<file path="src/rtl/fifo_stream_adapter.sv">
// Purpose: drains IN_WIDTH words from a shift-register FIFO and re-emits each one as RATIO narrow beats, LSB slice first.
// Latency: the first beat is valid 1 cycle after the pop edge. Throughput is 1 beat/cycle when POP_GAP < RATIO.
// Backpressure: while out_ready_i is low, out_data_o and out_last_o hold and no new pop is made. Optional out_last: FIFO_ADAPT_LAST_EN.
module fifo_stream_adapter #(
  parameter int IN_WIDTH  = 32,
  parameter int OUT_WIDTH = 8,
  parameter int PKT_WORDS = 16,
  parameter int POP_GAP   = 1
) (
  input  logic                 clk_i,
  input  logic                 rst_n_i,
  input  logic                 en_i,
  input  logic                 clear_i,
  input  logic                 fifo_valid_i,
  input  logic [IN_WIDTH-1:0]  fifo_data_i,
  output logic                 fifo_enr_o,
  output logic                 out_valid_o,
  input  logic                 out_ready_i,
  output logic [OUT_WIDTH-1:0] out_data_o,
  output logic                 out_last_o,
  output logic                 busy_o
);

  localparam int RATIO = IN_WIDTH / OUT_WIDTH;
  localparam int BW    = (RATIO > 1) ? $clog2(RATIO) : 1;
  localparam logic [BW-1:0] LAST_BEAT = BW'(RATIO - 1);
  localparam logic [1:0]    GAP_INIT  = 2'(POP_GAP);

  // Reject geometries the slicing and the 2-bit gap counter cannot represent.
  if ((IN_WIDTH % OUT_WIDTH) != 0 || PKT_WORDS < 1 || POP_GAP < 0 || POP_GAP > 3) begin : g_bad_cfg
    $error("fifo_stream_adapter: illegal parameter combination");
  end

  typedef enum logic {
    ST_EMPTY = 1'b0,
    ST_HOLD  = 1'b1
  } state_e;

  state_e                          state_q, state_d;
  logic [BW-1:0]                   beat_q, beat_d;
  logic [1:0]                      gap_q, gap_d;
  logic [IN_WIDTH-1:0]             hold_q, hold_d;
  logic [RATIO-1:0][OUT_WIDTH-1:0] slices;
  logic                            acc;
  logic                            lastb;
  logic                            pop;

  assign acc   = (state_q == ST_HOLD) & out_ready_i;
  assign lastb = acc & (beat_q == LAST_BEAT);
  // A pop may coincide with the last accepted beat, so back-to-back words leave no bubble.
  // Gating with the reset guarantees the FIFO never loses a word while the block is held in reset.
  assign pop   = rst_n_i & en_i & ~clear_i & fifo_valid_i & (gap_q == 2'd0) &
                 ((state_q == ST_EMPTY) | lastb);

  assign fifo_enr_o  = pop;
  assign out_valid_o = (state_q == ST_HOLD);
  assign slices      = hold_q;
  assign out_data_o  = slices[beat_q];
  assign busy_o      = (state_q == ST_HOLD) | (gap_q != 2'd0);

  // Next-state: clear dominates, then pop (loads a fresh word), then drain of the held word.
  always_comb begin
    state_d = state_q;
    beat_d  = beat_q;
    gap_d   = gap_q;
    hold_d  = hold_q;
    if (clear_i) begin
      state_d = ST_EMPTY;
      beat_d  = '0;
      gap_d   = 2'd0;
    end else begin
      if (gap_q != 2'd0) begin
        gap_d = gap_q - 2'd1;
      end
      if (pop) begin
        hold_d  = fifo_data_i;
        state_d = ST_HOLD;
        beat_d  = '0;
        gap_d   = GAP_INIT;
      end else if (lastb) begin
        state_d = ST_EMPTY;
        beat_d  = '0;
      end else if (acc) begin
        beat_d = beat_q + BW'(1);
      end
    end
  end

  // Holding register, beat index and pop-gap counter.
  always_ff @(posedge clk_i or negedge rst_n_i) begin
    if (!rst_n_i) begin
      state_q <= ST_EMPTY;
      beat_q  <= '0;
      gap_q   <= 2'd0;
      hold_q  <= '0;
    end else begin
      state_q <= state_d;
      beat_q  <= beat_d;
      gap_q   <= gap_d;
      hold_q  <= hold_d;
    end
  end

`ifdef FIFO_ADAPT_LAST_EN
  localparam int WW = (PKT_WORDS > 1) ? $clog2(PKT_WORDS) : 1;
  localparam logic [WW-1:0] LAST_WORD = WW'(PKT_WORDS - 1);

  logic [WW-1:0] word_cnt_q, word_cnt_d;

  // Word position inside the packet advances on each completed word.
  always_comb begin
    word_cnt_d = word_cnt_q;
    if (clear_i) begin
      word_cnt_d = '0;
    end else if (lastb) begin
      word_cnt_d = (word_cnt_q == LAST_WORD) ? '0 : word_cnt_q + WW'(1);
    end
  end

  // Packet word counter register.
  always_ff @(posedge clk_i or negedge rst_n_i) begin
    if (!rst_n_i) begin
      word_cnt_q <= '0;
    end else begin
      word_cnt_q <= word_cnt_d;
    end
  end

  assign out_last_o = (state_q == ST_HOLD) & (beat_q == LAST_BEAT) & (word_cnt_q == LAST_WORD);
`else
  assign out_last_o = 1'b0;
`endif

endmodule

</file>
<file path="config.mk">
export PLATFORM = sky130hd
export DESIGN_NAME = fifo_stream_adapter
export DESIGN_NICKNAME = d
export VERILOG_FILES = /design/src/rtl/fifo_stream_adapter.sv
export SDC_FILE = /design/constraint.sdc
export NUM_CORES = 1
export LEC_CHECK = 0
export CORE_MARGIN = 3
export CORE_UTILIZATION = 40
export DETAILED_ROUTE_END_ITERATION = 16
export PLACE_DENSITY = 0.69
export SYNTH_ARGS = -nofsm -noshare
export SYNTH_HDL_FRONTEND = slang
export SYNTH_SLANG_ARGS = --single-unit
</file>
<file path="constraint.sdc">
create_clock -name clk_i -period 5.25 [get_ports clk_i]
set_input_delay 0.7875 -clock clk_i [delete_from_list [all_inputs] [get_ports clk_i]]
set_output_delay 0.7875 -clock clk_i [all_outputs]
set_load 0.02 [all_outputs]
</file>
# --- Word-level counts from Yosys, hierarchy flattened ---
# Cells that the tools add are included.
word_totals:
  out_inout_bits: 12
  ff_bits: 37
  in_bits: 38
  word_cells: 37
classes:
  n_lt_le_gt_ge: 1
  addsub: 2
  bitwise_logic: 11
  eq_ne: 1
  n_reduce_logical: 6
  muxes: 12
ops:
  columns: ["operator", "count"]
  rows:
  - ["8-bit binary-select mux with 2-bit select", 1]
  - ["2-bit two-way mux", 7]
  - ["8-bit two-way mux", 1]
  - ["1-bit bitwise AND", 7]
  - ["3-bit nonzero test", 2]
  - ["4-bit nonzero test", 1]
  - ["2-bit by 3-bit less-than comparator with 1-bit output, second input constant", 1]
  - ["1-bit two-way mux", 3]
  - ["2-bit by 1-bit adder with 2-bit output, second input constant", 1]
  - ["2-bit equality test, second input constant", 1]
  - ["2-bit zero test", 1]
  - ["1-bit inverter", 2]
  - ["1-bit bitwise OR", 2]
  - ["2-bit AND reduction", 1]
  - ["2-bit nonzero test", 1]
  - ["2-bit by 1-bit subtractor with 2-bit output, second input constant", 1]

# --- Depth between registers and ports, before layout ---
# Gate-level depths: netlist of the first run.
logic_depth:
  ltp_word: 7
  ltp_mapped: 6
  mapped_depth_nobuf: 5

# --- Least setup slack after synthesis of the first run ---
# OpenSTA, ideal clock, no wires.
synth_path:
  kind: "input to output"
  from: "input clear_i"
  to: "output fifo_enr_o"
  stages: 3
  arrival_ns: 1.584
  path_slack_ns: 2.878
  t_required_ns: 4.463
  path_cell_list: "nand3b_4 > a211oi_4 > buf_6"
synth_via:
  elab_chain_cells: 5
synth_rtl:
  columns: ["element", "line_no", "source"]
  rows:
  - ["start, declared", "13", "input logic clear_i,"]
  - ["1-bit inverter (no source line)", null, null]
  - ["1-bit bitwise AND (4 in series)", "52", "assign pop = rst_n_i & en_i & ~clear_i & fifo_valid_i & (gap_q == 2'd0) &"]
  - ["end, declared", "16", "output logic fifo_enr_o,"]
# No other way between the ends.

# --- Final worst setup path of the first run ---
# Ends and elaborated chain as after synthesis.

==> metrics list, run 1 <==
- Final Hold Slack: 0.506 ns
- The run finished with clean final reports.
* Average wire per standard cell: 15.9 um
- Clock tree from TritonCTS: built
- Synth area leaders: sky130_fd_sc_hd__dfrtp_1 54%, sky130_fd_sc_hd__mux2_2 20%, sky130_fd_sc_hd__mux4_2 11%, sky130_fd_sc_hd__buf_6 2.0%, sky130_fd_sc_hd__ha_1 1.5%
- For hold timing, the worst endpoint is hold_q[15].
* Crit path largest cell delay: 0.65 ns
- The root buffer cell chosen for the clock tree is sky130_fd_sc_hd__clkbuf_8.
* Unrepaired setup endpoints after global routing: false
* Area share of the largest cell type after synthesis: 54.5%
- Internal power of the cells: 0.000810 W
* Standard-cell rows: 23
* Detailed-route wire length: 3.36 mm
- The first detailed-routing pass ran for 4 iterations.
* # IOs: 50
- The clock arrives with 0.00721 ns of skew.
* Fmax: 311 MHz
* Measured slew at the worst slew-check pin: 0.607 ns
* Fin. Hold Viols: 0
- NumNets Final: 200
- Register-to-register setup slack: 2.89 ns
* Starting Density: 41.9%
- Number of buffers inserted by hold repair at cts: 0
- Cell count after synthesis: 109
- VDD sags by at most 0.323 mV.
- Max stage delay cell, worst path: sky130_fd_sc_hd__clkdlybuf4s50_1
- Remaining routing DRC violations: 0
- Dividing the synthesized area by the synthesized cell count gives 15.6 um2.
- Part of the total power dissipated in combinational logic: 35.6%
- After layout, the worst path uses 61.3% of the clock period.
* Switching Fraction: 28.9%
- The worst hold path belongs to the class reg -> reg.
* Detailed-placement wirelength estimate: 2.48 mm
- Path type of the worst setup path: in -> out
- The initial antenna violation count is 0.
- Once the clock tree was built, the resizer swapped 0 gates to a different size.
- In this run, CTS created clock tree buffers numbering 5.
- Post-Syn Area: 1700 um2
- Count of yosys warnings during synthesis: 0
* Gr ovfl total: 0
- Setup slack at placement: 2.04 ns
* Met3 track demand over resource in global routing: 5.54%
* Area of the multi-input gates: 717 um2
- In this design, the critical path's most frequently occurring cell is sky130_fd_sc_hd__clkdlybuf4s50_1.
* Reg power frac: 42.9%
- Growth of design area from synthesis to finish: 36.4%
* Power per Cell Area: 491 nW/um2
* Accumulated negative setup slack: 0 ns
* Fraction of layout instances using a drive strength above 1: 31.7%
* Die X: 71.2 um
* Clock slew seen by the registers of the worst setup and hold paths: 0.08 ns
- Together, buffers and inverters on the worst path number 2.
- The congestion estimate from routability-driven global placement came to 0.802.
- Terminus of the critical flop-to-flop path: hold_q[11]
- The worst setup path is launched from an input port.
- Total number of clock tree sinks: 37
- The die covers 5070 um2.
* Mapped Nets: 149
* Number of pins exceeding their max-slew limit in the final report: 0
* Cell taking the most area after synthesis: sky130_fd_sc_hd__dfrtp_1
- Summed over all cells, the static leakage comes to 0.954 nW.
- Among cell families on the critical path, the largest total delay comes from buffers and inverters.
- The worst setup path is captured at an output pin.
- Worst hold path startpoint: hold_q[15]
* Overall via count from detail_route: 1,066
- Height of the chip: 71.2 um
- The global routing stage identified its most utilized layer as met2.
* Number of flip-flops and latches in the synthesized netlist: 37
- Count of antenna diodes in the layout: 0
* Final worst-path setup slack: 2.03 ns
* Layout fillers: 323
- The via count of the first global-routing pass was 1,208.
- During placement, the flow inserted port buffers numbering 48.
- Global routing used 24.7% of the available met2 tracks.
* Setup crit start: clear_i
* Startpoint of the lowest-slack register-to-register path: beat_q[0]
* Arrival time worst endpoint: 2.43 ns
- For this run, the register share of the synthesized area comes to 54.5%.
- Commonest cells after routing, fill and taps aside: 47 x sky130_fd_sc_hd__clkdlybuf4s50_1, 37 x sky130_fd_sc_hd__dfrtp_1, 30 x sky130_fd_sc_hd__mux2_2
- Dividing the detail-routed via count by the number of cells gives 5.05.
- The region available for standard cell placement spans 4060 um2.
- First-pass GRT wire length: 5.68 mm
- Clock latency of the later-clocked register in the worst-skew pair: 0.29 ns
- The tool flagged a number of max-cap violations equal to 0.
* Headroom to the max-slew limit: 59.5%
- Entering global routing, the biggest net connects 39 pins.
- Setup violations remaining at the end of the flow were counted as 0.
- Crit path max fanout: 6
* Cell count of the worst hold path: 1
- Post-CTS Setup Bufs: 0
- Across the whole layout, storage elements account for 926 um2.
- The count of nets left with antenna violations once routing finished came out at 0.
- Per report_power, the clock group accounts for 21.5% of the total.
- Synth unique cells: 25
- Counting I/O delays and the setup requirement, the final critical path takes 3.22 ns.
- Overall global routing resource usage: 14.7%
- Required time of the critical path: 4.46 ns
- In this run the number of H-tree levels came out at 2.
* Clk buf depth: 2
* Global routing usage on met1: 17.0%
* Most frequent standard cell in the layout excluding fill and tap cells: sky130_fd_sc_hd__clkdlybuf4s50_1
- Number of cells on the worst reg-to-reg path: 5
- For this block, the initial DRC count from the detailed router was 40.
- Traced cell by cell, the critical path runs through clkdlybuf4s50_1 > nand3b_4 > a211oi_4 > clkdlybuf4s50_1.
* Sw power: 0.000328 W
cell type report:
cell class | count | area share, %
clock inverters | 3 | 2.00
inverters | 2 | 0.324
clock buffers | 5 | 2.97
repair buffers | 50 | 21.2
well taps | 50 | 2.70
flip-flops and latches | 37 | 39.9
multi-input cells | 64 | 30.9
state kept, by name, indices dropped and copies added (netlist names):
signal	count
beat_q	2
gap_q	2
hold_q	32
out_valid_o	1
per-layer routing:
metal  wire (um)  vias to the layer above
li1            -                      495
met1        1310                      537
met2        1790                       28
met3         209                        6
met4          54                        0
met5           0                        -
through the flow:
| stage | utilization [%] | cells | power, W | cell area, um2 |
|---|---|---|---|---|
| after floorplan | - | 109 | 0.000739 | 1700 |
| after global placement | 54.3 | 203 | 0.000881 | 2200 |
| after detailed placement | 54.3 | 203 | 0.000904 | 2200 |
| after CTS | 57.1 | 211 | 0.00115 | 2320 |
| after global routing | 57.1 | 211 | 0.00120 | 2320 |
| final | 57.1 | 211 | 0.00114 | 2320 |
worst max path at each step:
stage                             to  slack [ns]  cells past startpoint
after floorplan           fifo_enr_o        2.88                      3
after global placement    fifo_enr_o        2.05                      4
after detailed placement  fifo_enr_o        2.04                      4
after CTS                 fifo_enr_o        2.03                      4
after global routing      fifo_enr_o        1.91                      4
final                     fifo_enr_o        2.03                      4
power groups by stage:
| stage | clock (W) | sequential, W | combinational, W |
|---|---|---|---|
| floorplan | 0 | 0.000468 | 0.000272 |
| global placement | 0 | 0.000485 | 0.000396 |
| detailed placement | 0 | 0.000495 | 0.000409 |
| CTS | 0.000251 | 0.000490 | 0.000412 |
| global route | 0.000262 | 0.000504 | 0.000434 |
| finish | 0.000245 | 0.000488 | 0.000405 |
cell families (layout without fill, tap and decap cells):
kind of cell / Yosys count / in the layout / share of synthesized area [%]
fa+ha+maj: 2 / 2 / 1.47
compound gates: 7 / 7 / 3.16
other cells: 1 / 1 / 0.221
buf+inv: 8 / 60 / 3.38
mux: 41 / 41 / 32.4
flops: 37 / 37 / 54.5
xor+xnor: 1 / 1 / 0.515
simple gates: 12 / 12 / 4.41
synthesized netlist by cell type:
cell type	instances
sky130_fd_sc_hd__nor3_1	2
sky130_fd_sc_hd__mux2i_1	1
sky130_fd_sc_hd__buf_6	3
sky130_fd_sc_hd__buf_4	1
sky130_fd_sc_hd__buf_2	1
sky130_fd_sc_hd__a211oi_4	1
sky130_fd_sc_hd__inv_1	2
sky130_fd_sc_hd__mux2_2	30
sky130_fd_sc_hd__o21bai_1	1
sky130_fd_sc_hd__mux4_2	8
sky130_fd_sc_hd__o22ai_1	1
sky130_fd_sc_hd__mux2_1	2
sky130_fd_sc_hd__ha_1	2
sky130_fd_sc_hd__clkbuf_1	1
sky130_fd_sc_hd__nor3b_1	1
sky130_fd_sc_hd__nand2_1	4
sky130_fd_sc_hd__o21ai_0	2
sky130_fd_sc_hd__conb_1	1
sky130_fd_sc_hd__nand2b_1	1
sky130_fd_sc_hd__dfrtp_1	37
sky130_fd_sc_hd__xor2_1	1
sky130_fd_sc_hd__nor2b_1	2
sky130_fd_sc_hd__nand3b_4	1
sky130_fd_sc_hd__a21oi_1	2
sky130_fd_sc_hd__nor2_1	1
(Power assumes the default switching activity.)
==> inputs of run 2 (changes only) <==
--- a/config.mk
+++ b/config.mk
@@ -8,7 +8,7 @@
 export CORE_MARGIN = 3
 export CORE_UTILIZATION = 40
 export DETAILED_ROUTE_END_ITERATION = 16
-export PLACE_DENSITY = 0.69
+export PLACE_DENSITY = 0.72
 export SYNTH_ARGS = -nofsm -noshare
 export SYNTH_HDL_FRONTEND = slang
 export SYNTH_SLANG_ARGS = --single-unit
==> constraint.sdc (replaced) <==
create_clock -name clk_i -period 2.7 [get_ports clk_i]
set_input_delay 0.405 -clock clk_i [delete_from_list [all_inputs] [get_ports clk_i]]
set_output_delay 0.405 -clock clk_i [all_outputs]
set_load 0.02 [all_outputs]
==> metrics list, run 2 (synthesis results as in run 1) <==
* Outcome: finished, final reports clean (unchanged)
- The path category of the worst min-delay check was in -> async (was reg -> reg).
- The total cell area at the placement stage is 2230 um2 (was 2200 um2).
- Arrival time worst endpoint: 2.09 ns (was 2.43 ns)
- Setup crit start: gap_q[0] (was clear_i)
- CTS H-tree depth: 2 (unchanged)
- The initial antenna violation count is 0 (unchanged).
- Overall via count from detail_route: 1,095 (was 1,066)
* Unrepaired setup endpoints after global routing: false (unchanged)
* Final antenna-violating net count: 0 (unchanged)
- Clock slew seen by the registers of the worst setup and hold paths: 0.07 ns (was 0.08 ns)
* Port bufs: 48 (unchanged)
- The wire length the detailed router placed on met1 came to 1.37 mm (was 1.31 mm).
- Category of the worst setup path launch point: flop (was input port)
- The peak supply drop was 0.468 mV (was 0.323 mV).
* Clk buf depth: 2 (unchanged)
- Power per Cell Area: 949 nW/um2 (was 491 nW/um2)
* Startpoint of the lowest-slack register-to-register path: gap_q[0] (was beat_q[0])
- Terminus of the critical flop-to-flop path: hold_q[5] (was hold_q[11])
- The number of buffers created by CTS was 5 (unchanged).
- Commonest cells after routing, fill and taps aside: 47 x sky130_fd_sc_hd__clkdlybuf4s50_1, 37 x sky130_fd_sc_hd__dfrtp_1, 30 x sky130_fd_sc_hd__mux2_2 (unchanged)
* Total design power: 0.00222 W (was 0.00114 W)
* Number of buffers inserted by hold repair at cts: 0 (unchanged)
* Count of antenna diodes in the layout: 0 (unchanged)
- The weighted congestion at the end of routability-driven global placement was 0.790 (was 0.802).
- Number of pins exceeding their max-slew limit in the final report: 0 (unchanged)
- The flip-flop count of the largest register, all copies and words added is 32 (unchanged).
- Of the available clock period, the critical path in the final layout requires 92.5%.
- The clock root buffer is sky130_fd_sc_hd__clkbuf_8 (unchanged).
* Post-CTS Setup Bufs: 0 (unchanged)
- The setup total negative slack is 0 ns (unchanged).
- Remaining routing DRC violations: 0 (unchanged)
- The post-synthesis to final-layout area growth was 37.7% (was 36.4%).
- Min Clock Period, post-route: 2.50 ns
* Clock latency of the later-clocked register in the worst-skew pair: 0.29 ns (about the same)
- The area of the core is 4060 um2 (unchanged).
- The die area was 5070 um2 (unchanged).
* Routed wire length on met3: 271 um (was 209 um)
- Height of the chip: 71.2 um (unchanged)
- NumNets Final: 203 (was 200)
- Final Hold Slack: 0.185 ns (was 0.506 ns)
* Starting Density: 41.9% (unchanged)
- The CTS tree is built (unchanged).
- Most frequent standard cell in the layout excluding fill and tap cells: sky130_fd_sc_hd__clkdlybuf4s50_1 (unchanged)
- The class of the most critical setup path is reg -> out (was in -> out).
- The final standard cell utilization of the core was 57.7% (was 57.1%).
- Pin count of the biggest net entering global routing: 38 (was 39)
- The leakage power of the design was 0.974 nW (was 0.954 nW).
- Vias per inst: 5.12 (was 5.05)
- The final-report setup violation count is 0 (unchanged).
* Total number of clock tree sinks: 37 (unchanged)
- The number of failing hold endpoints at the final stage was 0 (unchanged).
* Number of cells on the worst reg-to-reg path: 6 (was 5)
* Register-to-register setup slack: 0.62 ns (was 2.89 ns)
- Standard-cell rows: 23 (unchanged)
- Largest register by flop count: hold_q (unchanged)
- Layout fillers: 314 (was 323)
* Clock skew after layout: 0.00405 ns (was 0.00721 ns)
- Detailed-route wire length: 3.51 mm (was 3.36 mm)
- The width of the die came to 71.2 um (unchanged).
* Highest metal used: met4 (unchanged)
- Fmax: 400 MHz
- Largest registers: hold_q (32), beat_q (2), gap_q (2) (unchanged).
- Number of max-capacitance violations reported: 0 (unchanged)
* Fraction of layout instances using a drive strength above 1: 32.3% (was 31.7%)
- The post-route standard cell area excluding fillers is 2340 um2 (was 2320 um2).
- Drt first-iter violations: 69 (was 40)
- The sum of met2 wire segment lengths after detailed routing came to 1.82 mm (was 1.79 mm).
- Detailed-placement wirelength estimate: 2.55 mm (was 2.48 mm)
- The category of the worst setup path capture point was an output pin (unchanged).
- First-pass GRT wire length: 5.91 mm (was 5.68 mm)
- The wire length per cell was 16.4 um (was 15.9 um).
* Post-CTS sizing: 0 (unchanged)
- Count of TritonRoute iterations in the first routing pass: 4 (unchanged)
- The required time at the worst-slack endpoint was 2.30 ns (was 4.46 ns).
* Gr ovfl total: 0 (unchanged)
- The number of top-level design ports came to 50 (unchanged).
* Via count of the first global-routing pass: 1,231 (was 1,208)
- The total global routing track utilization was 15.3% (was 14.7%).
- The worst-path maximum fanout is 5 (was 6).
-- run 2: area by class of cell --
cell class                      count  area [um2]  share of cell area [%]
Timing Repair Buffer               53         513                    21.9
Clock inverter                      1        30.0                    1.28
Clock buffer                        7        86.3                    3.69
Inverter                            2        7.51                   0.321
Sequential cell                    37         926                    39.5
Tap cell                           50        62.6                    2.67
Multi-Input combinational cell     64         717                    30.6
-- run 2: how the worst max path moves through the flow --
stage,to,slack [ns],cells after the start
2_1_floorplan,hold_q[21],0.81,6
3_3_place_gp,fifo_enr_o,0.27,4
3_5_place_dp,fifo_enr_o,0.25,4
4_1_cts,fifo_enr_o,0.18,5
5_1_grt,fifo_enr_o,0.12,5
6_report,fifo_enr_o,0.20,5
-- run 2: power by group --
| part | switching (W) | internal, W |
|---|---|---|
| sequential | 0.000127 | 0.000814 |
| clock | 0.000187 | 0.000301 |
| combinational | 0.000305 | 0.000488 |
| total | 0.000619 | 0.00160 |
-- run 2: metal layers --
| layer | global-route usage, % | up-vias |
|---|---|---|
| met3 | 6.39 | 6 |
| met4 | 5.64 | 0 |
| met5 | 0 | - |
| met2 | 24.7 | 45 |
| li1 | - | 499 |
| met1 | 18.3 | 545 |
-- run 2: stage by stage --
step,std cells,setup slack (ns)
finish,214,0.202
global route,214,0.124
CTS,214,0.181
detailed placement,206,0.252
global placement,206,0.269
floorplan,109,0.810
-- run 2: critical path, stage by stage, from the launching register on --
cell and delay (ns):
sky130_fd_sc_hd__dfrtp_1 0.40, sky130_fd_sc_hd__inv_1 0.07, sky130_fd_sc_hd__ha_1 0.30, sky130_fd_sc_hd__nand3b_4 0.13, sky130_fd_sc_hd__a211oi_4 0.25, sky130_fd_sc_hd__clkdlybuf4s50_1 0.67
==> inputs of run 3 (changes only) <==
--- a/config.mk
+++ b/config.mk
@@ -8,6 +8,7 @@
 export CORE_MARGIN = 3
 export CORE_UTILIZATION = 40
 export DETAILED_ROUTE_END_ITERATION = 16
+export HOLD_SLACK_MARGIN = 0.12
 export PLACE_DENSITY = 0.72
 export SYNTH_ARGS = -nofsm -noshare
 export SYNTH_HDL_FRONTEND = slang
==> results of run 3 <==
No change in the layout: final DEF, timing and power equal those of run 2.
